$ cat config.mk
export PLATFORM = sky130hd
export DESIGN_NAME = issue_sched
export DESIGN_NICKNAME = d
export VERILOG_FILES = /design/src/rtl/issue_sched.sv
export SDC_FILE = /design/constraint.sdc
export NUM_CORES = 1
export LEC_CHECK = 0
export BUFFER_PORTS_ARGS = -buffer_cell sky130_fd_sc_hd__clkbuf_2
export CORE_ASPECT_RATIO = 1.4
export CORE_MARGIN = 4
export CORE_UTILIZATION = 55
export CTS_CLUSTER_SIZE = 25
export DETAILED_ROUTE_END_ITERATION = 10
export GPL_ROUTABILITY_DRIVEN = 0
export PLACE_DENSITY = 0.76
export SLEW_MARGIN = 20
export SYNTH_ARGS = -nofsm -noshare
export SYNTH_HDL_FRONTEND = slang
export SYNTH_SLANG_ARGS = --single-unit
export TNS_END_PERCENT = 5
$ cat constraint.sdc
create_clock -name clk -period 8.6 [get_ports clk]
set_input_delay 0.43 -clock clk [delete_from_list [all_inputs] [get_ports clk]]
set_output_delay 0.43 -clock clk [all_outputs]
set_load 0.03 [all_outputs]
$ cat src/rtl/issue_sched.sv
// issue_sched: 8-entry age-matrix issue queue with tag wakeup and oldest-first single-issue select.
// Define ISSUE_WAKEUP_BYPASS_EN to let a same-cycle writeback tag satisfy select requests.
module issue_sched #(
    parameter int IQ_DEPTH = 8,
    parameter int PREG_W   = 7,
    parameter int ROB_W    = 3
) (
    input  logic                          clk,
    input  logic                          rst,
    input  logic                          enq_valid,
    input  logic [PREG_W-1:0]             enq_P_rs1,
    input  logic [PREG_W-1:0]             enq_P_rs2,
    input  logic [PREG_W-1:0]             enq_P_rd,
    input  logic                          enq_rs1_rdy,
    input  logic                          enq_rs2_rdy,
    input  logic [2:0]                    enq_fu_sel,
    input  logic [ROB_W-1:0]              enq_rob_idx,
    output logic                          IS_ready,
    input  logic                          wb_valid,
    input  logic [PREG_W-1:0]             wb_P_rd,
    input  logic [7:0]                    fu_ready,
    input  logic                          issue_ready,
    output logic                          issue_valid,
    output logic [PREG_W-1:0]             issue_P_rs1,
    output logic [PREG_W-1:0]             issue_P_rs2,
    output logic [PREG_W-1:0]             issue_P_rd,
    output logic [2:0]                    issue_fu_sel,
    output logic [ROB_W-1:0]              issue_rob_idx,
    input  logic                          mispredict,
    output logic [$clog2(IQ_DEPTH):0]     iq_count
);
    localparam int IW = $clog2(IQ_DEPTH);
    localparam int CW = IW + 1;
`ifdef ISSUE_WAKEUP_BYPASS_EN
    localparam bit BYP = 1'b1;
`else
    localparam bit BYP = 1'b0;
`endif

    logic [IQ_DEPTH-1:0] valid, rs1_rdy, rs2_rdy;
    logic [PREG_W-1:0]   p_rs1 [IQ_DEPTH];
    logic [PREG_W-1:0]   p_rs2 [IQ_DEPTH];
    logic [PREG_W-1:0]   p_rd  [IQ_DEPTH];
    logic [2:0]          fu    [IQ_DEPTH];
    logic [ROB_W-1:0]    rob   [IQ_DEPTH];
    logic [IQ_DEPTH-1:0] age   [IQ_DEPTH];
    logic [CW-1:0]       cnt;
    logic [IQ_DEPTH-1:0] rdy1, rdy2, req, gnt;
    logic [IW-1:0]       gidx, slot;
    logic                enq, deq, e_r1, e_r2;

    always_comb begin
        rdy1 = '0;
        rdy2 = '0;
        req  = '0;
        for (int i = 0; i < IQ_DEPTH; i++) begin
            rdy1[i] = rs1_rdy[i] | (BYP & wb_valid & (p_rs1[i] == wb_P_rd));
            rdy2[i] = rs2_rdy[i] | (BYP & wb_valid & (p_rs2[i] == wb_P_rd));
            req[i]  = valid[i] & rdy1[i] & rdy2[i] & fu_ready[fu[i]];
        end
    end

    // An entry wins only if no older entry is also requesting.
    always_comb begin
        gnt  = req;
        gidx = '0;
        for (int i = 0; i < IQ_DEPTH; i++) begin
            for (int j = 0; j < IQ_DEPTH; j++)
                if (req[j] && age[j][i]) gnt[i] = 1'b0;
            if (gnt[i]) gidx = IW'(i);
        end
    end

    always_comb begin
        slot = '0;
        for (int i = IQ_DEPTH - 1; i >= 0; i--)
            if (!valid[i]) slot = IW'(i);
    end

    assign issue_valid   = |req;
    assign deq           = issue_valid & issue_ready;
    assign IS_ready      = cnt != CW'(IQ_DEPTH);
    assign enq           = enq_valid & IS_ready;
    assign iq_count      = cnt;
    assign e_r1          = enq_rs1_rdy | (enq_P_rs1 == '0) | (wb_valid && enq_P_rs1 == wb_P_rd);
    assign e_r2          = enq_rs2_rdy | (enq_P_rs2 == '0) | (wb_valid && enq_P_rs2 == wb_P_rd);
    assign issue_P_rs1   = issue_valid ? p_rs1[gidx] : '0;
    assign issue_P_rs2   = issue_valid ? p_rs2[gidx] : '0;
    assign issue_P_rd    = issue_valid ? p_rd[gidx]  : '0;
    assign issue_fu_sel  = issue_valid ? fu[gidx]    : '0;
    assign issue_rob_idx = issue_valid ? rob[gidx]   : '0;

    always_ff @(posedge clk or posedge rst) begin
        if (rst) begin
            valid   <= '0;
            rs1_rdy <= '0;
            rs2_rdy <= '0;
            cnt     <= '0;
            for (int i = 0; i < IQ_DEPTH; i++) begin
                p_rs1[i] <= '0;
                p_rs2[i] <= '0;
                p_rd[i]  <= '0;
                fu[i]    <= '0;
                rob[i]   <= '0;
                age[i]   <= '0;
            end
        end else if (mispredict) begin
            valid <= '0;
            cnt   <= '0;
        end else begin
            for (int i = 0; i < IQ_DEPTH; i++) begin
                if (wb_valid && p_rs1[i] == wb_P_rd) rs1_rdy[i] <= 1'b1;
                if (wb_valid && p_rs2[i] == wb_P_rd) rs2_rdy[i] <= 1'b1;
            end
            if (deq) valid[gidx] <= 1'b0;
            // New entry is younger than everything currently held.
            if (enq) begin
                valid[slot]   <= 1'b1;
                rs1_rdy[slot] <= e_r1;
                rs2_rdy[slot] <= e_r2;
                p_rs1[slot]   <= enq_P_rs1;
                p_rs2[slot]   <= enq_P_rs2;
                p_rd[slot]    <= enq_P_rd;
                fu[slot]      <= enq_fu_sel;
                rob[slot]     <= enq_rob_idx;
                age[slot]     <= '0;
                for (int i = 0; i < IQ_DEPTH; i++)
                    if (valid[i]) age[i][slot] <= 1'b1;
            end
            cnt <= cnt + CW'(enq) - CW'(deq);
        end
    end
endmodule

==> flow_metrics.env, run 1 <==
export IMPL_intPower_w=0.00285
export IMPL_rr_endpoint="iq_count[2]"
export IMPL_maxUsedRoutingLayer="met4"
export IMPL_pin_count=83
export IMPL_min_period_ns=5.88
export IMPL_switchingPower_w=0.00139
export IMPL_layout_nets=1732
export IMPL_drt_iter0_markers=1315
export IMPL_synth_area_top_cells="dfrtp_1 (48%), nand2_1 (11%), mux2_2 (7.7%), xor2_1 (6.3%), o22ai_1 (2.1%)"
export IMPL_worst_ep_required_time_ns=8.17
export IMPL_netlist_area_um2=15700
export IMPL_rsz0062_at_grt="no"
export IMPL_ir_drop_v=0.000162
export IMPL_core_um2=27800
export IMPL_p_leak_nw=8.56
export IMPL_seq_area_um2=7510
export IMPL_met3_wirelength_um=3670
export IMPL_cts_root_buffer="clkbuf_16"
export IMPL_yosysSeqAreaShare_pct=47.9
export IMPL_initial_utilization_pct=56.3
export IMPL_vias=13100
export IMPL_crit_end="issue_P_rs1[2]"
export IMPL_placed_cells=2013
export IMPL_syn_area_per_cell_um2=9.42
export IMPL_clock_latency_ns=0.56
export IMPL_die_h_um=208
export IMPL_cts_sinks=300
export IMPL_fin_cells=2068
export IMPL_htree_num_levels=1
export IMPL_final_cell_area_um2=17300
export IMPL_ys_flop_type="dfrtp_1"
export IMPL_grtUsageTotal_pct=30.7
export IMPL_io_buffers=82
export IMPL_cp_max_fo=49
export IMPL_path_clk_slew_ns=0.07
export IMPL_drt_pass1_iter_count=5
export IMPL_post_dp_hpwl_um=30100
export IMPL_cap_viol_max_count=0
export IMPL_hold_ws_ns=0.0445
export IMPL_antenna_cells=0
export IMPL_r2r_start="fu[3]"
export IMPL_gr_total_overflow=0
export IMPL_multiInputGateArea_um2=7650
export IMPL_relSlewSlack_pct=20.5
export IMPL_tns_ns=0
export IMPL_max_freq_mhz=170
export IMPL_hp_class="in -> async"
export IMPL_ys_async_sr_fraction_pct=100
export IMPL_endpoint_kind="primary output"
export IMPL_status="completed"
export IMPL_wl_per_cell_um=23.1
export IMPL_cts_tree="built"
export IMPL_nFillCells=2308
export IMPL_ctsHoldBuffers=0
export IMPL_grt_pass1_wl_um=75400
export IMPL_setup_violations=0
export IMPL_area_growth_pct=10.5
export IMPL_grt_pass1_vias=13300
export IMPL_drc=0
export IMPL_avgViaCountPerCell=6.31
export IMPL_syn_nets=1719
export IMPL_wl_met2_um=22800
export IMPL_place_ws_ns=3.33
export IMPL_grt_start_max_net_pins=187
export IMPL_die_area_um2=31300
export IMPL_pwr_share_seq_pct=44.4
export IMPL_antenna_found_initial=0
export IMPL_finalHoldViolCount=0
export IMPL_worstMarginPinSlew_ns=1.19
export IMPL_worst_endpoint_arrival_ns=5.45
export IMPL_fin_crit_sh_pct=68.4
export IMPL_yosysTopAreaCell="dfrtp_1"
export IMPL_ys_seq_elements=300
export IMPL_worstRegToRegCells=12
export IMPL_netlist_top_cells_count="nand2_1 (479), dfrtp_1 (300), xor2_1 (113), mux2_2 (107), clkbuf_1 (85)"
export IMPL_startpoint_type="flip-flop"
export IMPL_powerDensity_nw_per_um2=245
export IMPL_cts_buffers=29
export IMPL_synth_top_area_share_pct=47.9
export IMPL_p_comb_share_pct=24.2
export IMPL_rows=72
export IMPL_drv_slew=0
export IMPL_synth_most_common_cell="nand2_1"
export IMPL_r2r_slack_ns=4.92
export IMPL_path_class="reg -> out"
export IMPL_cts_resized=0
export IMPL_synth_cells=1663
export IMPL_dpl_cell_area_um2=16300
export IMPL_postRouteAntennaNets=0
export IMPL_clock_path_buffers=3
export IMPL_ys_warn_count=0
export IMPL_routed_wl_um=47800
export IMPL_wl_met1_um=18000
export IMPL_post_cts_buffers=0
export IMPL_clockPowerShare_pct=31.4
export IMPL_fin_skew_ns=0.00703
export IMPL_ys_types=63
export IMPL_fin_ws_ns=2.72
export IMPL_crit_start="fu[3]"
export IMPL_synth_edf_count=0
export IMPL_netSwitchingFraction_pct=32.8
export IMPL_drive_above_1_share_pct=16.7
export IMPL_fp_dieW_um=151
[flip-flops by register name, summed over array words and instances, names as in the netlist, 8 cells and up, named ones only]
name   flops
rdy1       8
age       45
rdy2       8
valid      8
p_rs1     56
rob       24
p_rd      56
fu        24
p_rs2     56
[cell families after synthesis]
logic type	synth area share (%)
buf+inv	3.73
flops	47.9
compound gates	11.9
xor+xnor	7.16
mux	9.77
fa+ha+maj	0.527
simple gates	18.9
[metal layers]
layer,global-route usage [%],up-vias
met5,0,-
met4,19.5,0
met3,4.72,199
met2,48.3,677
met1,39.4,6412
li1,-,5763
[area by class of cell]
class | instances | area share, %
clock buffers | 36 | 4.52
well taps | 370 | 2.67
multi-input cells | 1218 | 44.2
flip-flops and latches | 300 | 43.4
repair buffers | 101 | 3.50
inverters | 26 | 0.585
clock inverters | 17 | 1.16
[cells in the final DEF, fill, tap and decap left out, types with 5 or more instances in the layout]
cell type	n
nand2_1	477
dfrtp_1	300
xor2_1	113
mux2_2	107
clkbuf_2	82
nor2_1	61
o22ai_1	52
o31ai_1	41
nor4_1	37
mux2i_1	31
a21oi_1	30
clkbuf_16	29
o21ai_0	27
a22o_1	26
inv_1	25
nand4_1	23
buf_4	16
xnor2_1	15
nand3_1	13
nor2b_1	13
o22a_1	13
a32o_1	13
a211oi_1	12
and2_1	8
clkinv_2	8
nor3_1	7
a22oi_1	7
and3_1	7
a31oi_1	6
nand4b_1	6
nor2_4	5
nor3b_1	5
o2111ai_1	5
ha_1	5
[worst min-delay path by stage]
stage / depth (start not counted) / startpoint / to
floorplan: 2 / age[44] / age[44]
global placement: 2 / age[44] / age[44]
detailed placement: 2 / age[44] / age[44]
CTS: 3 / rst / age[63]
global route: 3 / rst / age[63]
finish: 3 / rst / age[13]
[power groups by stage]
stage | Clock [W] | Sequential [W] | Combinational, W
after global placement | 0 | 0.00188 | 0.000985
after detailed placement | 0 | 0.00190 | 0.00102
after floorplan | 0 | 0.00183 | 0.000760
final | 0.00133 | 0.00188 | 0.00103
after global routing | 0.00140 | 0.00191 | 0.00112
after CTS | 0.00134 | 0.00187 | 0.00102
[stage by stage]
| step | util, % | power [W] |
|---|---|---|
| 6_report | 62.2 | 0.00424 |
| 5_1_grt | 62.2 | 0.00443 |
| 4_1_cts | 62.0 | 0.00424 |
| 3_5_place_dp | 58.4 | 0.00291 |
| 3_3_place_gp | 58.4 | 0.00286 |
| 2_1_floorplan | - | 0.00259 |
[worst max-delay path: stages, from the launching register on]
cell	delay, ns
dfrtp_1	0.51
mux2_2	0.38
nor3b_1	0.43
nor4_1	0.13
nand4bb_1	0.24
nor3_1	0.72
or2_2	0.98
buf_4	0.49
or2_4	0.39
o22a_1	0.20
a32o_1	0.18
clkbuf_2	0.21
Note: power is estimated with default switching activity, not from simulation.
==> run 2: changes to the inputs <==
PLACE_DENSITY = 0.73   (was 0.76)
clock period = 5.7 ns   (was 8.6 ns; I/O delays follow)
==> run 2 against run 1 <==
  * Count of clock-buffer cells in the layout grew 7
  * Sequential power grew 51%
  * Setup slack lost 1.9 ns
  * Global-route usage shrank 0.15 points
  * Die area is the same
  * Cell area grew 0.36%
  * Largest power group unchanged
==> flow_metrics.env, run 2 (synthesized netlist as in run 1, its figures left out) <==
export IMPL_avgViaCountPerCell=6.33
export IMPL_drc=0
export IMPL_layout_nets=1740
export IMPL_startpoint_type="flip-flop"
export IMPL_path_class="reg -> out"
export IMPL_die_h_um=208
export IMPL_p_leak_nw=8.60
export IMPL_crit_start="fu[3]"
export IMPL_whs_path_depth=3
export IMPL_ctsHoldBuffers=1
export IMPL_post_cts_buffers=0
export IMPL_rr_endpoint="iq_count[2]"
export IMPL_vias=13100
export IMPL_hp_class="in -> reg"
export IMPL_grtUsageTotal_pct=30.5
export IMPL_r2r_slack_ns=2.04
export IMPL_worstRegToRegCells=12
export IMPL_worstMarginPinSlew_ns=1.09
export IMPL_worst_endpoint_arrival_ns=4.63
export IMPL_io_buffers=82
export IMPL_finalHoldViolCount=0
export IMPL_r2r_start="fu[3]"
export IMPL_fp_dieW_um=151
export IMPL_grt_start_max_net_pins=178
export IMPL_cp_max_fo=44
export IMPL_max_freq_mhz=204
export IMPL_final_cell_area_um2=17400
export IMPL_reg_top3="p_rd (56), p_rs1 (56), p_rs2 (56)"
export IMPL_cts_tree="built"
export IMPL_drt_pass1_iter_count=5
export IMPL_die_area_um2=31300
export IMPL_drv_slew=0
export IMPL_gr_total_overflow=0
export IMPL_hold_ws_ns=0.0114
export IMPL_post_dp_hpwl_um=31600
export IMPL_min_period_ns=4.91
export IMPL_drt_iter0_markers=1204
export IMPL_initial_utilization_pct=56.3
export IMPL_setup_violations=0
export IMPL_htree_num_levels=1
export IMPL_pin_count=83
export IMPL_clock_latency_ns=0.57
export IMPL_endpoint_kind="primary output"
export IMPL_ir_drop_v=0.000423
export IMPL_cap_viol_max_count=0
export IMPL_postRouteAntennaNets=0
export IMPL_dpl_cell_area_um2=16400
export IMPL_final_common_cell="nand2_1"
export IMPL_drive_above_1_share_pct=16.7
export IMPL_status="completed"
export IMPL_grt_pass1_wl_um=74700
export IMPL_relSlewSlack_pct=27.3
export IMPL_fin_crit_sh_pct=86.1
export IMPL_rows=72
export IMPL_tns_ns=0
export IMPL_cts_root_buffer="clkbuf_16"
export IMPL_grt_pass1_vias=13100
export IMPL_fin_skew_ns=0.0106
export IMPL_core_um2=27800
export IMPL_clock_path_buffers=3
export IMPL_path_clk_slew_ns=0.06
export IMPL_area_growth_pct=10.9
export IMPL_worst_ep_required_time_ns=5.41
export IMPL_mostFrequentLayoutCells="nand2_1 (477), dfrtp_1 (300), xor2_1 (113)"
export IMPL_crit_end="issue_P_rs2[3]"
export IMPL_cts_buffers=29
export IMPL_antenna_found_initial=0
export IMPL_cts_resized=0
export IMPL_routed_wl_um=47900
export IMPL_powerDensity_nw_per_um2=368
export IMPL_cts_sinks=300
export IMPL_rsz0062_at_grt="no"
export IMPL_post_route_util_pct=62.4
export IMPL_wl_per_cell_um=23.1
==> run 2: cell types whose count changed in the layout (fill, tap and decap cells not counted), sizes merged <==
cell,before,now
buf,19,26
bufinv,4,3
clkbuf,118,125
clkinv,10,3
clkinvlp,4,2
diode,0,3
dlygate4sd3,0,1
inv,25,26
==> run 2: worst max-delay path, cell delays in order, from the launching register on <==
cell	delay, ns
dfrtp_1	0.49
mux2_2	0.38
nor3b_1	0.40
or3_1	0.29
o211ai_2	0.12
a2111oi_2	0.57
or4_4	0.73
o22ai_1	0.18
o31ai_1	0.41
a22o_1	0.24
clkbuf_2	0.21
==> run 2: worst min-delay path by stage <==
stage | start | end | slack, ns
global route | enq_P_rd[5] | p_rd[33] | 0.02
global placement | rst | fu[22] | 0.35
floorplan | enq_fu_sel[1] | fu[10] | 0.39
CTS | enq_P_rd[1] | p_rd[22] | 0.001
detailed placement | rst | fu[22] | 0.36
finish | enq_P_rd[0] | p_rd[35] | 0.01
==> run 2: layout make-up <==
class,instances,area (µm²)
Clock buffer,43,848
Tap cell,370,463
Fill cell,2324,10500
Timing Repair Buffer,109,668
Sequential cell,300,7510
Multi-Input combinational cell,1218,7650
Antenna cell,3,7.51
Inverter,26,101
Clock inverter,8,125
==> run 2: stage by stage <==
step / cells / worst slack, ns / total power, W
after floorplan: 1663 / 1.43 / 0.00391
after global placement: 2020 / 1.55 / 0.00435
after detailed placement: 2022 / 1.43 / 0.00440
after CTS: 2074 / 0.841 / 0.00639
after global routing: 2074 / 0.651 / 0.00665
final: 2077 / 0.790 / 0.00639
==> run 2: per-layer routing <==
layer  global-route usage (%)  vias to the layer above  wire [µm]  share of wire [%]
li1                         -                     5792          -                  -
met1                     39.6                     6481      18500                 39
met2                     50.1                      696      23400                 49
met3                     4.17                      170       3440                7.2
met4                     15.1                        0       2590                5.4
met5                        0                        -          0                  0
==> run 2: power by group <==
| group | internal [W] | leakage (nW) | switching, W |
|---|---|---|---|
| Clock | 0.00116 | 0.475 | 0.000838 |
| Sequential | 0.00250 | 4.01 | 0.000346 |
| Combinational | 0.000659 | 4.11 | 0.000891 |
